## src/rtl/logic_accum.sv

```systemverilog
// logic_accum: bitwise logic unit with an optional accumulate mode.
// A beat either produces a single-shot result f(x,y), or starts a sequence
// that folds later x operands into a running value with the op latched
// from the first beat. The result is held with out_valid until it is consumed.
// Optional feature: define LOGIC_ACCUM_PARITY_EN to add a 'parity' output
// that carries the XOR-reduction of oout.
module logic_accum #(
    parameter int WIDTH = 4,
    parameter int CNT_W = 4
) (
    input  logic             clk,
    input  logic             rst_n,
    input  logic             in_valid,
    output logic             in_ready,
    input  logic [WIDTH-1:0] x,
    input  logic [WIDTH-1:0] y,
    input  logic [1:0]       op,
    input  logic             acc_mode,
    input  logic             last,
    output logic             out_valid,
    input  logic             out_ready,
    output logic [WIDTH-1:0] oout,
    output logic [CNT_W-1:0] beats,
`ifdef LOGIC_ACCUM_PARITY_EN
    output logic             parity,
`endif
    output logic             zero
);

    typedef enum logic [1:0] {
        IDLE  = 2'b00,
        ACCUM = 2'b01,
        HOLD  = 2'b10
    } state_t;

    localparam logic [CNT_W-1:0] BEATS_MAX = '1;
    localparam logic [CNT_W-1:0] BEATS_ONE = CNT_W'(1);

    state_t           state;
    state_t           next_state;
    logic [WIDTH-1:0] acc;
    logic [1:0]       op_q;
    logic [CNT_W-1:0] beat_cnt;
    logic             accept;

    // Bitwise operator; NOR is applied step by step, never regrouped.
    function automatic logic [WIDTH-1:0] apply_op(input logic [1:0]       sel,
                                                  input logic [WIDTH-1:0] a,
                                                  input logic [WIDTH-1:0] b);
        logic [WIDTH-1:0] r;
        case (sel)
            2'b00:   r = a | b;
            2'b01:   r = a & b;
            2'b10:   r = a ^ b;
            default: r = ~(a | b);
        endcase
        return r;
    endfunction

    assign accept = in_valid & in_ready;

    // State register.
    always_ff @(posedge clk) begin
        if (!rst_n) begin
            state <= IDLE;
        end else begin
            state <= next_state;
        end
    end

    // Next-state logic: single-shot or last beat goes straight to HOLD.
    always_comb begin
        next_state = state;
        case (state)
            IDLE: begin
                if (accept) begin
                    if (!acc_mode || last) begin
                        next_state = HOLD;
                    end else begin
                        next_state = ACCUM;
                    end
                end
            end
            ACCUM: begin
                if (accept && last) begin
                    next_state = HOLD;
                end
            end
            HOLD: begin
                if (out_ready) begin
                    next_state = IDLE;
                end
            end
            default: next_state = IDLE;
        endcase
    end

    // Handshake outputs decoded from the state alone.
    always_comb begin
        in_ready  = 1'b1;
        out_valid = 1'b0;
        case (state)
            HOLD:    begin
                in_ready  = 1'b0;
                out_valid = 1'b1;
            end
            default: begin
                in_ready  = 1'b1;
                out_valid = 1'b0;
            end
        endcase
    end

    // Datapath: first beat seeds from x,y; later beats fold x with the latched op.
    always_ff @(posedge clk) begin
        if (!rst_n) begin
            acc      <= '0;
            op_q     <= 2'b00;
            beat_cnt <= '0;
        end else if (accept) begin
            if (state == IDLE) begin
                acc      <= apply_op(op, x, y);
                beat_cnt <= BEATS_ONE;
                if (acc_mode) begin
                    op_q <= op;
                end
            end else begin
                acc <= apply_op(op_q, acc, x);
                if (beat_cnt != BEATS_MAX) begin
                    beat_cnt <= beat_cnt + BEATS_ONE;
                end
            end
        end
    end

    assign oout  = acc;
    assign beats = beat_cnt;
    assign zero  = (acc == '0);

`ifdef LOGIC_ACCUM_PARITY_EN
    assign parity = ^acc;
`endif

endmodule

```

## config.mk

```make
export PLATFORM = sky130hd
export DESIGN_NAME = logic_accum
export DESIGN_NICKNAME = d
export VERILOG_FILES = /design/src/rtl/logic_accum.sv
export SDC_FILE = /design/constraint.sdc
export NUM_CORES = 1
export LEC_CHECK = 0
export CAP_MARGIN = 0
export CELL_PAD_IN_SITES_DETAIL_PLACEMENT = 1
export CELL_PAD_IN_SITES_GLOBAL_PLACEMENT = 2
export CORE_ASPECT_RATIO = 0.5
export CORE_MARGIN = 10
export CORE_UTILIZATION = 30
export DETAILED_ROUTE_END_ITERATION = 12
export PLACE_DENSITY = 0.92
export SLEW_MARGIN = 30
export SYNTH_ARGS = -nofsm -noshare
export SYNTH_HDL_FRONTEND = slang
export SYNTH_SLANG_ARGS = --single-unit
```

## constraint.sdc

```tcl
create_clock -name clk -period 3.9 [get_ports clk]
set_clock_uncertainty 0.1 [all_clocks]
set_input_delay 0.585 -clock clk [delete_from_list [all_inputs] [get_ports clk]]
set_output_delay 0.585 -clock clk [all_outputs]
set_load 0.05 [all_outputs]
```

# Yosys cells after proc, flatten, opt, wreduce, memory -nomap -nowiden
# Index checks and enable logic that the tools add are counted.
dict set report totals {
  regBits 12
  output_inout_bits 11
  input_bits 16
  wordCells 47
}
dict set report classes {
  muxes 12
  eq_ne 10
  n_bitwise 9
  reduce_logical 11
  add_sub_neg 1
}
# cell n
set op_table {}
lappend op_table {{4-bit one-hot mux with 3 select lines} 2}
lappend op_table {{4-bit two-way mux} 3}
lappend op_table {{4-bit AND} 2}
lappend op_table {{2-bit two-way mux} 4}
lappend op_table {{4-bit inverter} 2}
lappend op_table {{4-bit OR} 2}
lappend op_table {{4-bit XOR} 2}
lappend op_table {{2-bit by 1-bit == test with 1-bit output (second input constant)} 3}
lappend op_table {{2-bit == test (second input constant)} 3}
lappend op_table {{2-bit zero test} 3}
lappend op_table {{2-bit inequality test (second input constant)} 3}
lappend op_table {{2-bit one-hot mux with 3 select lines} 1}
lappend op_table {{3-bit AND reduction} 2}
lappend op_table {{4-bit by 1-bit adder with 4-bit output (second input constant)} 1}
lappend op_table {{4-bit zero test} 1}
lappend op_table {{4-bit inequality test (second input constant)} 1}
lappend op_table {{1-bit two-way mux} 2}
lappend op_table {{2-bit AND reduction} 1}
lappend op_table {{2-bit nonzero test} 1}
lappend op_table {{1-bit AND} 1}
lappend op_table {{1-bit logical AND} 1}
lappend op_table {{1-bit zero test} 1}
lappend op_table {{1-bit logical OR} 1}

# Longest topological paths before layout
# Gate-level depths: netlist of the first run.
dict set report logic_depth {
  depth_word 6
  mapped_depth 6
  ltp_nobuf 6
}

# Worst setup path after synthesis of the first run
# OpenSTA, ideal clock, no wires.
dict set report synth_path {
  path_kind {register to output}
  startpoint {reg acc[1] (netlist: oout[1])}
  endpoint {out zero}
  path_buffers 0
  slack_ns 1.122
  arrival_time_ns 2.093
  t_required_ns 3.215
  stages_incl_launch_ff 2
  path_cell_list {dfxtp_1 > nor4_1}
}
dict set report synth_via {
  elab_chain_len 1
}
# item line
set synth_rtl {}
lappend synth_rtl {{start: declaration} 41} ;# logic [WIDTH-1:0] acc;
lappend synth_rtl {{start signal: assignment} 122} ;# acc <= apply_op(op, x, y);
lappend synth_rtl {{start signal: assignment} 128} ;# acc <= apply_op(op_q, acc, x);
lappend synth_rtl {{4-bit zero test} 138} ;# assign zero = (acc == '0);
lappend synth_rtl {{end: declaration} 27} ;# output logic zero
# No other way between the ends.

# Worst setup path in the final report of the first run
dict set report layout_path {
  startpoint {reg state[0]}
  endpoint {out in_ready}
}
dict set report layout_via {
  elab_chain_len 2
}
# item line
set layout_rtl {}
lappend layout_rtl {{start: declaration} 39} ;# state_t state;
lappend layout_rtl {{start signal: assignment} 67} ;# state <= next_state;
lappend layout_rtl {{2-bit == test} 102} ;# case (state)
lappend layout_rtl {{1-bit two-way mux} 102}
lappend layout_rtl {{end: declaration} 14} ;# output logic in_ready,
# No other way between the ends.

==> results of run 1 <==
-- critical path, stage by stage, from the launching register on --
cell	delay (ps)
sky130_fd_sc_hd__dfxtp_1	430
sky130_fd_sc_hd__nand2b_1	300
sky130_fd_sc_hd__clkdlybuf4s50_1	870
-- state kept, by name, indices dropped and copies added, names as in the netlist --
signal and flops:
beats 4, oout 4, op_q 2, state 2
-- kinds of logic after synthesis --
| family | after synthesis | share of synthesized area, % |
|---|---|---|
| AND/OR/NAND/NOR | 37 | 17.2 |
| buffers and inverters | 27 | 10.5 |
| flip-flops | 12 | 22.4 |
| multiplexers | 16 | 15.8 |
| AO/OA/AOI/OAI | 22 | 13.5 |
| XOR/XNOR | 1 | 0.817 |
| adder cells (fa/ha/maj) | 17 | 19.8 |
-- cell type report --
type	count	area (µm²)
well taps	51	63.8
multi-input cells	93	719
repair buffers	26	260
inverters	21	78.8
fillers	412	2020
clock buffers	4	55.1
flip-flops and latches	12	240
-- path summary, 6_finish.rpt --
path	slack, ps	start	to
worst max-delay path	1370	state[0]	in_ready
worst max register to register	2200	op_q[1]	oout[3]
worst min register to register	400	state[1]	state[0]
worst min-delay path	400	state[1]	state[0]
-- per-layer routing --
layer / global-route usage [%] / up-vias
li1: - / 500
met1: 11.2 / 453
met2: 12.9 / 21
met3: 2.98 / 5
met4: 2.07 / 0
met5: 0 / -
-- stage by stage --
stage	hold slack, ps	instances	area [µm²]
6_report	396	207	1420
3_3_place_gp	376	203	1360
5_1_grt	431	207	1420
4_1_cts	393	207	1420
3_5_place_dp	386	203	1360
2_1_floorplan	347	132	1070
-- cells in the mapped netlist (all sizes together) (4+ instances only) --
cell type and number:
nor2 6, nand2 11, buf 4, ha 17, nand3 5, inv 20
dfxtp 12, nor3 5, mux2i 9, mux2 7, o21ai 11
-- power groups by stage --
stage | combinational, mW | clock (mW) | sequential, mW
final | 0.146 | 0.141 | 0.142
after detailed placement | 0.148 | 0 | 0.145
after global placement | 0.143 | 0 | 0.145
after floorplan | 0.0806 | 0 | 0.158
after CTS | 0.148 | 0.144 | 0.143
after global routing | 0.161 | 0.151 | 0.144
==> impl_metrics.sql, run 1 <==
INSERT INTO impl_metrics (metric_group, metric, value, unit) VALUES
('status', 'status', 'finished, final reports clean', ''),
('floorplan', 'die_h', '62.3', 'µm'),
('clock_network', 'ctsHoldBuffers', '0', ''),
('drt', 'postRouteAntennaNets', '0', ''),
('logic_synthesis', 'synthesis.instances', '132', ''),
('pwr', 'totalPowerFinal', '429', 'µW'),
('drt', 'wl_met3', '149', 'µm'),
('clock_network', 'cts_resized', '0', ''),
('drt', 'firstDrtPassIters', '4', ''),
('sta', 'rsz0062_at_grt', 'no', ''),
('global_routing', 'grt.total_usage', '8.53', '%'),
('drt', 'avgViaCountPerCell', '4.73', ''),
('worst_hold_path', 'hold_class', 'reg2reg', ''),
('logic_synthesis', 'yosys.area.top_type', 'sky130_fd_sc_hd__dfxtp_1', ''),
('pwr', 'cell_internal_pwr', '283', 'µW'),
('clock_network', 'cts_num_sinks', '12', ''),
('drt', 'top_signal_layer_used', 'met4', ''),
('logic_synthesis', 'synth.lib_cells_used.distinct', '30', ''),
('logic_synthesis', 'synth_fp_nets', '165', ''),
('logic_synthesis', 'synth_top_cell_area_share', '22.4', '%'),
('floorplan', 'io_pins', '27', ''),
('final_layout', 'utilization', '41.3', '%'),
('sta', 'timing.setup.tns', '0', 'ps'),
('sta', 'maxClockFrequency', '395', 'MHz'),
('global_routing', 'grt_antenna_before_repair', '0', ''),
('worst_setup_path', 'setup.worst_path.class', 'reg2out', ''),
('final_layout', 'mostFrequentLayoutCells', 'sky130_fd_sc_hd__clkdlybuf4s50_1 (26), sky130_fd_sc_hd__inv_1 (20), sky130_fd_sc_hd__ha_1 (17)', ''),
('drt', 'drt_iter0_markers', '14', ''),
('pwr', 'power_frac_seq', '33.2', '%'),
('pwr', 'powerDensity', '303', 'nW/µm²'),
('pwr', 'switchingPower', '147', 'µW'),
('logic_synthesis', 'flip_flop_and_latch_count_after_synthesis', '12', ''),
('logic_synthesis', 'ys.flop_type', 'sky130_fd_sc_hd__dfxtp_1', ''),
('logic_synthesis', 'synth_enable_flop_cells', '0', ''),
('clock_network', 'clk-insertion-delay-late', '250', 'ps'),
('clock_network', 'cts_max_path_buffers', '2', ''),
('floorplan', 'die_x', '105', 'µm'),
('place', 'gp_congestion', '0.795', ''),
('clock_network', 'cts_setup_buffers', '0', ''),
('clock_network', 'numCtsBuffers', '3', ''),
('logic_synthesis', 'avgSynthCellArea', '8.12', 'µm²'),
('clock_network', 'clkSlewWorstSetupHoldPaths', '50', 'ps'),
('final_layout', 'drive_above_1_share', '8.97', '%'),
('pwr', 'power.clock.fraction', '32.8', '%'),
('floorplan', 'core_area', '3430', 'µm²'),
('place', 'place_hpwl', '2310', 'µm'),
('sta', 'finalHoldViolations', '0', ''),
('sta', 'period_needed', '2530', 'ps'),
('clock_network', 'cts-root-buf', 'sky130_fd_sc_hd__clkbuf_8', ''),
('logic_synthesis', 'ys_seq_area_share', '22.4', '%'),
('global_routing', 'global_route_wire_length_before_repair', '4750', 'µm'),
('logic_synthesis', 'postSynth.asyncResetShare', '0', '%'),
('final_layout', 'antenna_cells', '0', ''),
('sta', 'worst_margin_slew', '502', 'ps'),
('drt', 'num_vias', '979', ''),
('global_routing', 'grt_max_degree', '12', ''),
('final_layout', 'syn_to_final_growth', '32.2', '%'),
('final_layout', 'design.final.nets', '190', ''),
('drt', 'drt_drc_violations_left', '0', ''),
('floorplan', 'die_area', '6510', 'µm²'),
('worst_setup_path', 'crit_required', '3210', 'ps'),
('worst_setup_path', 'cp.arrival', '1840', 'ps'),
('sta', 'postLayoutSetupSlackWorst', '1370', 'ps'),
('worst_hold_path', 'hold_path_depth', '1', ''),
('place', 'count_of_input_and_output_buffers', '26', ''),
('global_routing', 'first_global_vias', '984', ''),
('floorplan', 'core.rowCount', '15', ''),
('clock_network', 'tritoncts', 'done', ''),
('pwr', 'comb_power_share', '34.0', '%'),
('floorplan', 'starting_utilization_of_the_core_area', '31.2', '%'),
('logic_synthesis', 'synth_warnings', '0', '');
(Power assumes the default switching activity.)
==> inputs of run 2 (changes only) <==
CORE_UTILIZATION = 25   (was 30)
PLACE_DENSITY = 0.83   (was 0.92)
clock period = 2.32 ns   (was 3.9 ns; I/O delays follow)
==> run 2 against run 1 <==
- final area increased by 1.5%
- sequential cell count is the same
- register-to-register slack got worse by 1500 ps
- global-route usage is 0.65 points lower
- via count down 1.4%
- non-clock buffer count increased by 4
- sequential share of layout area down 0.25 points
- setup slack got worse by 1200 ps
- utilization fell by 5.5 points
- largest power group unchanged
- critical path type unchanged
==> impl_metrics.sql, run 2 (synthesized netlist as in run 1, its figures left out) <==
INSERT INTO impl_metrics (metric_group, metric, value, unit) VALUES
('worst_setup_path', 'crit_required', '1870', 'ps'),
('sta', 'worst_margin_slew', '505', 'ps'),
('clock_network', 'cts-root-buf', 'sky130_fd_sc_hd__clkbuf_8', ''),
('drt', 'drt_drc_violations_left', '0', ''),
('drt', 'wl_per_cell', '13.6', 'µm'),
('pwr', 'power_frac_seq', '35.1', '%'),
('floorplan', 'die_area', '7470', 'µm²'),
('pwr', 'switchingPower', '236', 'µW'),
('sta', 'hold_slack', '392', 'ps'),
('global_routing', 'first_global_vias', '1035', ''),
('pwr', 'static-leakage-power', '0.626', 'nW'),
('sta', 'finalHoldViolations', '0', ''),
('worst_setup_path', 'cp.arrival', '1690', 'ps'),
('sta', 'report.final.slew_viol_count', '0', ''),
('worst_setup_path', 'critPathLaunchType', 'flip-flop', ''),
('final_layout', 'multi_input_comb_area', '726', 'µm²'),
('floorplan', 'die_x', '113', 'µm'),
('global_routing', 'grt.overflow.total', '0', ''),
('pwr', 'power.clock.fraction', '27.9', '%'),
('clock_network', 'cts_num_sinks', '12', ''),
('final_layout', 'final_common_cell', 'sky130_fd_sc_hd__clkdlybuf4s50_1', ''),
('clock_network', 'cts.htree.levels', '1', ''),
('final_layout', 'syn_to_final_growth', '34.2', '%'),
('clock_network', 'ctsHoldBuffers', '0', ''),
('worst_setup_path', 'worstPathCellList', 'nor4_2 -> clkdlybuf4s50_1', ''),
('pwr', 'power_switching_share', '34.7', '%'),
('drt', 'avgViaCountPerCell', '4.53', ''),
('sta', 'rsz0062_at_grt', 'no', ''),
('drt', 'postRouteAntennaNets', '0', ''),
('worst_setup_path', 'critPathCapture', 'zero', ''),
('worst_setup_path', 'setup.worst_path.class', 'reg2out', ''),
('clock_network', 'cts_max_path_buffers', '2', ''),
('floorplan', 'io_pins', '27', ''),
('clock_network', 'clk-insertion-delay-late', '240', 'ps'),
('status', 'status', 'finished, final reports clean', ''),
('floorplan', 'starting_utilization_of_the_core_area', '26.6', '%'),
('clock_network', 'cts_resized', '0', ''),
('worst_setup_path', 'worst_path_largest_cell_delay', '840', 'ps'),
('final_layout', 'design.final.nets', '194', ''),
('floorplan', 'core_area', '4020', 'µm²'),
('pwr', 'cell_internal_pwr', '444', 'µW'),
('drt', 'detailed_route_wl', '2900', 'µm'),
('worst_setup_path', 'setup.worst_path.start', 'oout[0]', ''),
('final_layout', 'drive_above_1_share', '12.6', '%'),
('place', 'gp_congestion', '0.737', ''),
('worst_hold_path', 'hold_class', 'reg2reg', ''),
('sta', 'finalSetupViolations', '0', ''),
('sta', 'final_min_period_over_clock_period', '92.0', '%'),
('sta', 'max-slew-margin-rel', '66.2', '%'),
('worst_setup_path', 'cp_max_fo', '4', ''),
('run', 'maxCapViolations', '0', ''),
('pwr', 'powerDensity', '473', 'nW/µm²'),
('worst_setup_path', 'timing.critical_path.to_type', 'output pin', ''),
('floorplan', 'die_h', '66.3', 'µm'),
('drt', 'firstDrtPassIters', '4', ''),
('final_layout', 'mostFrequentLayoutCells', 'sky130_fd_sc_hd__clkdlybuf4s50_1 (24), sky130_fd_sc_hd__inv_1 (20), sky130_fd_sc_hd__ha_1 (17)', ''),
('clock_network', 'cts_setup_buffers', '0', ''),
('worst_setup_path', 'reg_to_reg_endpoint', 'oout[2]', ''),
('drt', 'num_vias', '965', ''),
('worst_setup_path', 'reg2reg_from', 'oout[2]', ''),
('global_routing', 'grt_max_degree', '12', ''),
('global_routing', 'grt.total_usage', '7.89', '%'),
('pwr', 'vdd_drop_max', '0.000229', 'V'),
('global_routing', 'grt_antenna_before_repair', '0', ''),
('final_layout', 'regArea', '240', 'µm²'),
('place', 'dp_slack', '177', 'ps'),
('clock_network', 'clkSlewWorstSetupHoldPaths', '50', 'ps'),
('final_layout', 'antenna_cells', '0', ''),
('worst_setup_path', 'critical_path.slowest_cell', 'sky130_fd_sc_hd__clkdlybuf4s50_1', ''),
('sta', 'timing.setup.tns', '0', 'ps'),
('floorplan', 'core.rowCount', '16', ''),
('sta', 'maxClockFrequency', '469', 'MHz'),
('drt', 'drt_iter0_markers', '11', ''),
('worst_setup_path', 'worstRegToRegCells', '6', ''),
('global_routing', 'global_route_wire_length_before_repair', '4910', 'µm'),
('clock_network', 'tritoncts', 'done', ''),
('place', 'place_hpwl', '2400', 'µm'),
('place', 'count_of_input_and_output_buffers', '26', ''),
('final_layout', 'fillers', '483', ''),
('sta', 'postLayoutSetupSlackWorst', '187', 'ps'),
('sta', 'period_needed', '2130', 'ps'),
('clock_network', 'numCtsBuffers', '3', ''),
('pwr', 'comb_power_share', '37.0', '%'),
('pwr', 'totalPowerFinal', '680', 'µW'),
('worst_setup_path', 'r2r_setup_slack', '710', 'ps');
## run 2: area by class of cell
cell class                 instances  share of cell area (%)
clock buffer                       3                    2.87
inverter                          21                    5.48
multi-input combinational         93                    50.4
sequential                        12                    16.7
tap                               54                    4.70
timing repair buffer              30                    19.8
## run 2: power groups by stage
stage          combinational [mW]  sequential (mW)  clock, mW
2_1_floorplan               0.137            0.267          0
3_3_place_gp                0.249            0.244          0
4_1_cts                     0.255            0.239      0.198
6_report                    0.252            0.239      0.190
5_1_grt                     0.277            0.241      0.207
3_5_place_dp                0.254            0.243          0
## run 2: per-layer routing
layer	up-vias	track usage (%)	part of all wire, %
li1	509	-	-
met1	439	9.16	49
met2	13	13.7	46
met3	4	2.26	3.0
met4	0	2.67	1.5
met5	-	0	0
## run 2: critical path: cells and delay by family (launching register included)
kind,cells,cell delay (ps)
flip-flops,1,340
AND/OR/NAND/NOR,1,270
buffers and inverters,1,840
## run 2: worst min-delay path by stage
stage / from / end / cells after the start
2_1_floorplan: state[1] / state[0] / 1
5_1_grt: state[1] / state[0] / 1
3_3_place_gp: state[1] / state[0] / 1
6_report: state[1] / state[0] / 1
3_5_place_dp: state[1] / state[0] / 1
4_1_cts: state[1] / state[0] / 1
## run 2: through the flow
step	utilization, %	instance area [µm²]	std cells
6_report	35.8	1440	213
5_1_grt	35.8	1440	213
4_1_cts	35.8	1440	213
3_5_place_dp	34.7	1400	210
3_3_place_gp	34.7	1400	210
2_1_floorplan	-	1080	132
